===== src/rtl/shot_clock_pkg.sv =====
// Shared types and BCD helpers for the shot clock controller.
// Holds the state enum, the blank digit code and 2-digit BCD arithmetic.
package shot_clock_pkg;

    typedef enum logic [1:0] {
        IDLE,
        RUN,
        PAUSE,
        EXPIRED
    } state_t;

    localparam logic [3:0] BCD_BLANK = 4'hF;

    // Binary 0..99 to packed two-digit BCD {tens, ones}.
    function automatic logic [7:0] to_bcd2(input int unsigned n);
        return {4'(n / 10), 4'(n % 10)};
    endfunction

    // Two-digit BCD decrement; 00 stays 00 so a stray call cannot wrap.
    function automatic logic [7:0] bcd_dec2(input logic [7:0] v);
        logic [7:0] r;
        if (v == 8'h00)
            r = 8'h00;
        else if (v[3:0] == 4'd0)
            r = {v[7:4] - 4'd1, 4'd9};
        else
            r = {v[7:4], v[3:0] - 4'd1};
        return r;
    endfunction

    // Two-digit BCD increment that sticks at 99.
    function automatic logic [7:0] bcd_inc2_sat(input logic [7:0] v);
        logic [7:0] r;
        if (v == 8'h99)
            r = v;
        else if (v[3:0] == 4'd9)
            r = {v[7:4] + 4'd1, 4'd0};
        else
            r = {v[7:4], v[3:0] + 4'd1};
        return r;
    endfunction

endpackage


===== src/rtl/pulse_div.sv =====
// Prescaler: counts 0..DIV-1 while en, pulse on the terminal count.
// Ports: clk, rst (sync, high), en (advance), clr (sync clear), pulse.
module pulse_div #(
    parameter int DIV = 4
) (
    input  logic clk,
    input  logic rst,
    input  logic en,
    input  logic clr,
    output logic pulse
);

    localparam int W = (DIV > 1) ? $clog2(DIV) : 1;
    localparam logic [W-1:0] LAST = W'(DIV - 1);

    logic [W-1:0] cnt;

    always_ff @(posedge clk) begin
        if (rst || clr)
            cnt <= '0;
        else if (en)
            cnt <= (cnt == LAST) ? '0 : cnt + W'(1);
    end

    // Gated by en so a count frozen at LAST (paused) never fires.
    assign pulse = en && (cnt == LAST);

endmodule


===== src/rtl/shot_clock_ctrl.sv =====
// Shot clock controller: BCD countdown on d1/d0, score on d3/d2, scan strobe.
// Ports: clk, rst; start/pause/reload/score_inc pulses; scan_en, d3..d0, running, expired.
module shot_clock_ctrl
    import shot_clock_pkg::*;
#(
    parameter int SCAN_DIV  = 100000,
    parameter int TICK_DIV  = 100000000,
    parameter int START_SEC = 24
) (
    input  logic       clk,
    input  logic       rst,
    input  logic       start,
    input  logic       pause,
    input  logic       reload,
    input  logic       score_inc,
    output logic       scan_en,
    output logic [3:0] d3,
    output logic [3:0] d2,
    output logic [3:0] d1,
    output logic [3:0] d0,
    output logic       running,
    output logic       expired
);

    localparam logic [7:0] START_BCD = to_bcd2(START_SEC);

    state_t     state, state_nx;
    logic [7:0] tm, tm_nx;
    logic [7:0] score, score_nx;
    logic       blink, blink_nx;
    logic       tick;
    logic       tick_en;
    logic       tick_clr;

    assign tick_en  = (state == RUN) || (state == EXPIRED);
    assign tick_clr = reload || ((state == IDLE) && start);

    pulse_div #(
        .DIV(SCAN_DIV)
    ) u_scan (
        .clk  (clk),
        .rst  (rst),
        .en   (1'b1),
        .clr  (1'b0),
        .pulse(scan_en)
    );

    pulse_div #(
        .DIV(TICK_DIV)
    ) u_tick (
        .clk  (clk),
        .rst  (rst),
        .en   (tick_en),
        .clr  (tick_clr),
        .pulse(tick)
    );

    always_ff @(posedge clk) begin
        if (rst) begin
            state <= IDLE;
            tm    <= START_BCD;
            score <= 8'h00;
            blink <= 1'b0;
        end else begin
            state <= state_nx;
            tm    <= tm_nx;
            score <= score_nx;
            blink <= blink_nx;
        end
    end

    always_comb begin
        state_nx = state;
        tm_nx    = tm;
        score_nx = score;
        blink_nx = blink;

        // Score is independent of reload; the expiring edge still counts.
        if (score_inc && ((state == RUN) || (state == PAUSE)))
            score_nx = bcd_inc2_sat(score);

        if (reload) begin
            state_nx = IDLE;
            tm_nx    = START_BCD;
            blink_nx = 1'b0;
        end else begin
            unique case (state)
                IDLE: begin
                    if (start && !pause)
                        state_nx = RUN;
                end
                RUN: begin
                    // Decrement first; reaching 00 outranks a pause.
                    if (tick)
                        tm_nx = bcd_dec2(tm);
                    if (tick && (tm_nx == 8'h00))
                        state_nx = EXPIRED;
                    else if (pause)
                        state_nx = PAUSE;
                end
                PAUSE: begin
                    if (start && !pause)
                        state_nx = RUN;
                end
                EXPIRED: begin
                    if (tick)
                        blink_nx = ~blink;
                end
                default: state_nx = IDLE;
            endcase
        end
    end

    assign running = (state == RUN);
    assign expired = (state == EXPIRED);

    assign d3 = (score[7:4] == 4'd0) ? BCD_BLANK : score[7:4];
    assign d2 = score[3:0];
    assign d1 = (expired && blink) ? BCD_BLANK : tm[7:4];
    assign d0 = (expired && blink) ? BCD_BLANK : tm[3:0];

endmodule


===== config.mk =====
export PLATFORM = sky130hd
export DESIGN_NAME = shot_clock_ctrl
export DESIGN_NICKNAME = d
export VERILOG_FILES = /design/src/rtl/shot_clock_pkg.sv /design/src/rtl/pulse_div.sv /design/src/rtl/shot_clock_ctrl.sv
export SDC_FILE = /design/constraint.sdc
export NUM_CORES = 1
export LEC_CHECK = 0
export BUFFER_PORTS_ARGS = -buffer_cell sky130_fd_sc_hd__buf_2
export CELL_PAD_IN_SITES_DETAIL_PLACEMENT = 1
export CELL_PAD_IN_SITES_GLOBAL_PLACEMENT = 1
export CORE_AREA = 2 2 90 92
export DETAILED_ROUTE_END_ITERATION = 12
export DIE_AREA = 0 0 92 94
export PLACE_DENSITY = 0.79
export SYNTH_ARGS = -nofsm -noshare
export SYNTH_HDL_FRONTEND = slang
export SYNTH_SLANG_ARGS = --single-unit

===== constraint.sdc =====
create_clock -name clk -period 4.38 [get_ports clk]
set_input_delay 0.438 -clock clk [delete_from_list [all_inputs] [get_ports clk]]
set_output_delay 0.438 -clock clk [all_outputs]
set_load 0.005 [all_outputs]

# [Yosys cells after proc, flatten, opt, wreduce, memory -nomap -nowiden]
# Cells that the tools add are included.
[word_totals] reg_bits=63 in_bits=6 output_inout_bits=19 elab_cells=62
[classes] addsub=6 n_eq_ne=9 muxes=14 n_bitwise=2 n_reduce_logical=24
[ops] op="$mux 8" count=5
[ops] op="$add 27x1->27 const B" count=1
[ops] op="$eq 27x27->1 const B" count=1
[ops] op="$mux 27" count=1
[ops] op="$add 17x1->17 const B" count=1
[ops] op="$eq 17x17->1 const B" count=1
[ops] op="$logic_not 8->1" count=2
[ops] op="$mux 4" count=4
[ops] op="$add 4x1->4 const B" count=2
[ops] op="$eq 8x8->1 const B" count=1
[ops] op="$logic_not 4->1" count=2
[ops] op="$sub 4x1->4 const B" count=2
[ops] op="$logic_and 1x1->1" count=6
[ops] op="$mux 2" count=3
[ops] op="$reduce_and 3->1" count=2
[ops] op="$reduce_or 2->1" count=3
[ops] op="$eq 2x2->1 const B" count=2
[ops] op="$eq 4x4->1 const B" count=1
[ops] op="$logic_or 1x1->1" count=4
[ops] op="$pmux 2 s2" count=1
[ops] op="$reduce_and 2->1" count=2
[ops] op="$ne 3x2->1 const B" count=1
[ops] op="$eq 2x1->1 const B" count=1
[ops] op="$logic_not 2->1" count=1
[ops] op="other kinds (4)" count=5

# [Longest topological paths before layout]
# Gate-level depths: netlist of run 1.
[logic_depth] ltp_word=10 ltp_mapped=9 depth_no_buf=7

# [Cells and area by module]
# A second synthesis of run 1 with hierarchy kept.
[unflattened] cells_unflattened=417 area_unflattened_um2=3483.3
[by_module_without_submodules] module="shot_clock_ctrl" n_inst=1 cells_each=170 area_per_inst_um2=1345.0 seq_area_each_um2=380.4
[by_module_without_submodules] module="pulse_div at u_tick" n_inst=1 cells_each=152 area_per_inst_um2=1298.7 seq_area_each_um2=540.5
[by_module_without_submodules] module="pulse_div at u_scan" n_inst=1 cells_each=95 area_per_inst_um2=839.6 seq_area_each_um2=340.3

# [Worst setup path after synthesis of run 1]
# No wires, ideal clock.
[synth_path] path_type="register to register" from="register u_tick.cnt[0]" to="register state[1]" setup_time_ns=0.116 arrival_ns=1.994 t_required_ns=4.264 slack_ns=2.269 stages_incl_launch_ff=8 path_buffers=1 synth_period_minus_slack_ns=2.111 path_cell_list="dfxtp_1 > ha_1 > nand4bb_1 > or4b_1 > buf_6 > a2111oi_4 > nand2_1 > a41o_1"
[synth_between] elab_chain_len=9 word_cells_on_any_way=11 classes_between="eq/ne: 2; mux: 5; reduce/logical: 4"
[synth_lines] element="from (decl)" line_no="pulse_div.sv:16" rtl="logic [W-1:0] cnt;"
[synth_lines] element="from (signal assigned)" line_no="pulse_div.sv:22" rtl="cnt <= (cnt == LAST) ? '0 : cnt + W'(1);"
[synth_lines] element="$eq 27x27->1 (*)" line_no="pulse_div.sv:26" rtl="assign pulse = en && (cnt == LAST);"
[synth_lines] element="$logic_and 1x1->1 (*)" line_no="pulse_div.sv:26"
[synth_lines] element="$mux 8" line_no="shot_clock_ctrl.sv:94" rtl="if (tick)"
[synth_lines] element="$mux 8" line_no="shot_clock_ctrl.sv:87" rtl="unique case (state)"
[synth_lines] element="$mux 8" line_no="shot_clock_ctrl.sv:82" rtl="if (reload) begin"
[synth_lines] element="$logic_not 8->1" line_no="shot_clock_ctrl.sv:96" rtl="if (tick && (tm_nx == 8'h00))"
[synth_lines] element="$logic_and 1x1->1 (*)" line_no="shot_clock_ctrl.sv:96"
[synth_lines] element="$ne 3x2->1 (no line) or $mux 2 (tied branches)"
[synth_lines] element="$reduce_and 3->1 (no line) or $pmux 2 s2 (tied branches)"
[synth_lines] element="to (signal assigned)" line_no="shot_clock_ctrl.sv:65" rtl="state <= state_nx;"
[synth_lines] element="to (decl)" line_no="shot_clock_ctrl.sv:27" rtl="state_t state, state_nx;"
# Mark *: on every way between the ends. The rest lies on a longest branch, timed or not. The select of a mux whose other input is x is not followed.
# A chain may end at the register's enable or synchronous reset.

# [Worst setup path after layout of run 1]
[layout_path] from="register u_tick.cnt[13]" to="register u_tick.cnt[12]"
[layout_between] elab_chain_len=2
[layout_lines] element="$eq 27x27->1" line_no="pulse_div.sv:22"
[layout_lines] element="$mux 27" line_no="pulse_div.sv:22"
# No other way between the ends.

==> results of run 1 <==
==> cells in the mapped netlist, types with 5 or more instances <==
cell and n:
xnor2_1 30, buf_4 6, a21oi_1 9, nand2b_1 9, nor2b_1 7, nand3_1 15, clkbuf_1 6, nor4_1 10
xor2_1 16, nand2_1 33, and4_1 5, inv_1 21, dfxtp_1 63, nor3_1 13, ha_1 13, nand4_1 13
o21ai_0 8, nor2_1 72
==> placed cells by master, fill, tap and decap left out, types with 7 or more instances in the layout <==
cell       n
dfxtp_1   63
xnor2_1   30
nand2_1   33
nor2b_1    7
nand3_1   15
a21oi_1    9
o21ai_0    8
nand4_1   13
nor2_1    72
xor2_1    16
ha_1      13
nand2b_1   9
nor4_1    10
inv_1     21
nor3_1    13
clkbuf_8  10
buf_2     24
==> metal layers <==
layer	global-route usage, %	vias to the layer above
met5	0	-
met1	23.55	1324
li1	-	1421
met2	31.80	27
met3	4.575	11
met4	8.706	0
==> sequential cells by signal (all words and copies together) (netlist names) <==
name	flops
u_tick.cnt	27
u_scan.cnt	17
score	8
tm	8
state	2
blink	1
==> power by group through the flow <==
| stage | registers [mW] | logic (mW) | clock network [mW] |
|---|---|---|---|
| final | 0.581 | 0.0365 | 0.511 |
| after global routing | 0.582 | 0.0416 | 0.549 |
| after CTS | 0.581 | 0.0371 | 0.528 |
| after detailed placement | 0.595 | 0.0365 | 0 |
| after global placement | 0.594 | 0.0358 | 0 |
| after floorplan | 0.593 | 0.0279 | 0 |
==> final timing paths <==
check,end,slack [ns],depth (start not counted)
max,u_tick.cnt[12]$_SDFFE_PP0N_,1.63,5
min,score[7]$_SDFFE_PP0P_,0.40,2
max reg2reg,u_tick.cnt[12]$_SDFFE_PP0N_,1.63,5
min reg2reg,u_scan.cnt[0]$_SDFF_PP0_,0.47,1
==> metrics by stage <==
stage,hold WS [ns],std cells
2_1_floorplan,0.4297,406
3_3_place_gp,0.4422,516
3_5_place_dp,0.4630,516
4_1_cts,0.3961,532
5_1_grt,0.4172,532
6_report,0.4048,532
==> cells by family (layout without fill, tap and decap cells) <==
kind of cell | after synthesis | in the layout | synth area share (%)
AND/OR/NAND/NOR | 207 | 207 | 31.89
flip-flops | 63 | 63 | 37.25
XOR/XNOR | 46 | 46 | 11.90
buffers and inverters | 37 | 61 | 5.026
AO/OA/AOI/OAI | 36 | 36 | 7.946
adder cells (fa/ha/maj) | 13 | 13 | 4.804
multiplexers | 4 | 4 | 1.183
==> final cells by class <==
class | instances | share of cell area, %
Tap cell | 102 | 3.412
Inverter | 21 | 2.108
Timing Repair Buffer | 24 | 3.212
Clock inverter | 5 | 1.506
Multi-Input combinational cell | 306 | 52.26
Clock buffer | 11 | 3.781
Sequential cell | 63 | 33.72
==> worst register-to-register path, delay by kind of cell (launching register included) <==
family          cells  cell delay, ns
compound gates      1            0.70
flops               1            0.39
simple gates        4            1.50
==> run metrics, run 1 <==
status=finished, final reports clean; Crit path max-delay family=simple AND/OR/NAND/NOR gates; vias per cell=5.231; Power Density=302.0 mW/mm^2; hold wc startpoint=rst; # Post-CTS Setup Buffers=0; Initial Util=44.51%; Switching Fraction=23.16%; Hold Path Class=in -> reg; slowest stage cell, crit path=or4b_1; area taken by flip-flops and latches=0.001261 sq mm; Tot Pwr=1.129 mW; Routability Congestion=0.7550; final core occ=49.16%; Mapped Nets=425; Syn-to-layout area delta=10.46%; Worst Clk Skew=0.01370 ns; sequential area share after synthesis=37.25%; Max Freq=363.8 MHz; Logic pwr share=3.2%; CTS sink count=63; post-DP HPWL=5414 um; largest net degree at the start of global routing=28; Setup Viol. Count Final=0; Main synth FF type=dfxtp_1; diodes inserted=0; Yosys cell types=54; switching pwr=0.2616 mW; Synth top area share=37.25%; WL met1=3695 um; Detailed Route WL=7532 um; largest cells by area after synthesis=dfxtp_1 37%, nor2_1 8.0%, xnor2_1 7.8%, ha_1 4.8%, xor2_1 4.1%; first-pass GRT wire length=13,080 um; CTS max path bufs=2; Arr. time, crit path=2.94 ns; CTS clock-pin slew for the worst setup and hold paths=0.08 ns; mean area per synthesized cell=8.339 sq um; Static Leak=1.314 nW; Layout Nets=444; VDD IR max=0.1409 mV; Total Routing Usage GR=19.14%; actual slew at the worst max-slew pin=0.8739 ns; Final TNS setup=0 ns; top layer in use=met4; row count=32; CTS tree=yes; YS warnings=0; Slew headroom=41.74%; flip-flop and latch count after synthesis=63; fill count=957; 1st-pass router iterations=4; worst setup margin=1.631 ns; fin crit period=2.749 ns; fraction of layout cells with a size suffix above 1=11.40%; Final Hold Vio Count=0; Worst-Skew Late Latency=0.36 ns; GRT Residual Overflow=0; Data required, critical path=4.57 ns; cell taking the most area after synthesis=dfxtp_1; die height=94 um; CTS resizes=0; First DRT Iteration DRCs=82; initial antenna violation count=0; Post-synth EDFFs=0; Async S/R FF share, synth=0%; antenna viol nets, final=0; Die Wd=92 um; Buf/Inv on CP=0; design area=0.003740 sq mm; Worst Setup End Kind=register; I/O pin cnt=25; Post-Synthesis Cells=406; part of the power in registers=51.5%; met2 wire len=3499 um; Max-Cap Viols=0; crit path from=u_tick.cnt[13]$_SDFFE_PP0N_; Placed Area=0.003542 sq mm; startpoint types=register; TritonCTS Buffers=9; Clock Root Buffer=clkbuf_8; die area=0.008648 sq mm; H-tree depth=3; dpl ws=1.653 ns; fin crit share=62.76%; Routed wire per std cell=14.16 um; CP Cell Sequence=nand3_1, or4b_1, nor2_1, a211o_1, nor2b_1; Core ar.=0.007607 sq mm; Int Pwr=0.8677 mW; Slew Viols, Final=0; DRC viols=0; Reg2Reg Launch Point=u_tick.cnt[13]$_SDFFE_PP0N_; clock network power share=45.3%; Vias=2,783; mapped cell area=0.003386 sq mm; area of the multi-input gates=0.001954 sq mm; Crit Path Max Fanout=27; port bufs=24; vias in the first global route=2,814; WL met3=183 um; Critical Path Max Stage Delay=0.82 ns; CTS Hold Bufs=0; RSZ-0062 raised after global routing=no; critical path class=reg -> reg
(Power assumes the default switching activity.)
==> run 2: changes to the inputs <==
--- a/config.mk
+++ b/config.mk
@@ -5,13 +5,14 @@
 export SDC_FILE = /design/constraint.sdc
 export NUM_CORES = 1
 export LEC_CHECK = 0
+export ABC_AREA = 1
 export BUFFER_PORTS_ARGS = -buffer_cell sky130_fd_sc_hd__buf_2
 export CELL_PAD_IN_SITES_DETAIL_PLACEMENT = 1
 export CELL_PAD_IN_SITES_GLOBAL_PLACEMENT = 1
-export CORE_AREA = 2 2 90 92
+export CORE_AREA = 2 2 100 102
 export DETAILED_ROUTE_END_ITERATION = 12
-export DIE_AREA = 0 0 92 94
-export PLACE_DENSITY = 0.79
+export DIE_AREA = 0 0 102 104
+export PLACE_DENSITY = 0.75
 export SYNTH_ARGS = -nofsm -noshare
 export SYNTH_HDL_FRONTEND = slang
 export SYNTH_SLANG_ARGS = --single-unit
==> constraint.sdc (replaced) <==
create_clock -name clk -period 2.3 [get_ports clk]
set_input_delay 0.23 -clock clk [delete_from_list [all_inputs] [get_ports clk]]
set_output_delay 0.23 -clock clk [all_outputs]
set_load 0.005 [all_outputs]
==> run metrics, run 2 <==
Post-Layout Cell Count=711; CTS tree=yes; Post-synth EDFFs=0; Slew headroom=68.71%; Clock Root Buffer=clkbuf_8; Hold Path Class=in -> reg; row count=36; final hold slack=0.1253 ns; startpoint types=register; 1st-pass router iterations=4; Routed wire per std cell=12.97 um; Post-Synthesis Cells=540; DRC viols=0; final core occ=43.12%; Core ar.=0.009549 sq mm; status=finished, final reports clean; worst setup margin=0.1896 ns; Worst Clk Skew=0.01002 ns; max reg flops=27; most frequent cells after synthesis=108 x nand2_1, 86 x inv_1, 75 x nor2_1, 63 x dfxtp_1, 31 x nand3_1; die area=0.01061 sq mm; Die Wd=102 um; Total Routing Usage GR=18.78%; CTS sink count=63; CTS clock-pin slew for the worst setup and hold paths=0.08 ns; Async S/R FF share, synth=0%; Syn-to-layout area delta=12.90%; initial antenna violation count=0; RSZ-0062 raised after global routing=yes; leading cell types in the layout, fill and taps excluded=108 x nand2_1, 86 x inv_1, 74 x nor2_1; Worst-Skew Late Latency=0.35 ns; vias per cell=4.907; VDD IR max=0.2719 mV; diodes inserted=0; Synth top area share=34.58%; CTS resizes=0; Final TNS setup=0 ns; Yosys cell types=39; Max-Cap Viols=0; Static Leak=1.758 nW; flip-flop and latch count after synthesis=63; Placed Area=0.003914 sq mm; first-pass GRT wire length=16,190 um; vias in the first global route=3,575; Routability Congestion=0.7806; die height=104 um; Setup Viol. Count Final=0; H-tree depth=3; commonest non-fill, non-tap cell in the layout=nand2_1; TritonCTS Buffers=9; Arr. time, crit path=2.35 ns; critical path class=reg -> reg; largest cells by area after synthesis=dfxtp_1 35%, nand2_1 11%, inv_1 8.9%, nor2_1 7.7%, ha_1 4.5%; Final Hold Vio Count=0; fraction of layout cells with a size suffix above 1=13.84%; I/O pin cnt=25; CTS Hold Bufs=0; fin crit period=2.110 ns; CTS max path bufs=2; Mapped Nets=559; Main synth FF type=dfxtp_1; actual slew at the worst max-slew pin=0.4651 ns; top-count cell post-synth=nand2_1; First DRT Iteration DRCs=100; largest net degree at the start of global routing=12; design area=0.004118 sq mm; sequential area share after synthesis=34.58%; Detailed Route WL=9222 um; # Post-CTS Setup Buffers=0; Data required, critical path=2.54 ns; GRT Residual Overflow=0; mapped cell area=0.003647 sq mm; Slew Viols, Final=0; cell taking the most area after synthesis=dfxtp_1; top flop regs=u_tick.cnt x27, u_scan.cnt x17; fill count=1,298; Layout Nets=592; Reg with most FFs=u_tick.cnt; Power Density=528.6 mW/mm^2; antenna viol nets, final=0; placed cells=695; dpl ws=0.2052 ns; fin crit share=91.76%; Tot Pwr=2.177 mW; Max Freq=473.8 MHz; port bufs=24; Initial Util=38.19%; post-DP HPWL=7265 um; mean area per synthesized cell=6.754 sq um; Crit Path Max Fanout=3; Worst Setup End Kind=register; YS warnings=0; Vias=3,489
run 2: cell count changes in the layout (fill, tap and decap cells not counted), sizes merged, moves of 6 or more:
cell    delta
nor3      +15
o21ai     +16
nor2b      -7
xor2       -9
nand2b     -9
nand3     +18
a21oi     +18
xnor2     -25
inv       +70
buf        +6
nor2      +15
nand2     +82
run 2: final cells by class:
cell class | count | area [sq um] | share of cell area [%]
multi-input cells | 375 | 1978 | 48.04
flip-flops and latches | 63 | 1261 | 30.63
inverters | 94 | 352.8 | 8.569
well taps | 133 | 166.4 | 4.041
clock buffers | 12 | 165.2 | 4.011
repair buffers | 30 | 165.2 | 4.011
clock inverters | 4 | 28.78 | 0.6989
run 2: power breakdown:
| part | internal [mW] | switching [mW] | total, mW | leakage, nW |
|---|---|---|---|---|
| clock | 0.479 | 0.460 | 0.939 | 0.0946 |
| combinational | 0.0440 | 0.0827 | 0.127 | 1.16 |
| sequential | 1.10 | 0.00966 | 1.11 | 0.508 |
| total | 1.62 | 0.552 | 2.18 | 1.76 |
run 2: worst max-delay path, cell delays in order (launching register included):
cell	delay, ns
dfxtp_1	0.37
ha_1	0.26
nand3_1	0.12
nor2_1	0.18
nand2_1	0.09
nor2_2	0.17
nand3_1	0.11
nand2_1	0.12
clkinv_1	0.08
nand4_1	0.12
nand2_1	0.11
a21oi_1	0.19
nor2_1	0.06
run 2: cells by family (layout without fill, tap and decap cells):
group                    Yosys count  in the layout  share of synthesized area [%]
XOR/XNOR                          12             12                          2.882
flip-flops                        63             63                          34.58
AND/OR/NAND/NOR                  287            287                          37.12
buffers and inverters            102            140                          11.46
adder cells (fa/ha/maj)           13             13                          4.460
AO/OA/AOI/OAI                     63             63                          9.503
run 2: path summary, 6_finish.rpt:
path                                                  from                  endpoint  slack [ns]  cells past startpoint
worst max-delay path            u_tick.cnt[0]$_SDFFE_PP0N_     state[1]$_SDFFE_PP0P_        0.19                     12
worst min-delay path                                   rst     score[2]$_SDFFE_PP0P_        0.13                      2
worst max register to register  u_tick.cnt[0]$_SDFFE_PP0N_     state[1]$_SDFFE_PP0P_        0.19                     12
worst min register to register    u_scan.cnt[0]$_SDFF_PP0_  u_scan.cnt[0]$_SDFF_PP0_        0.45                      1
run 2: metal layers:
metal | global-route usage (%) | wire (um)
met1 | 23.77 | 4317
met5 | 0 | 0
met2 | 32.00 | 4570
met4 | 4.381 | 107
met3 | 4.435 | 226
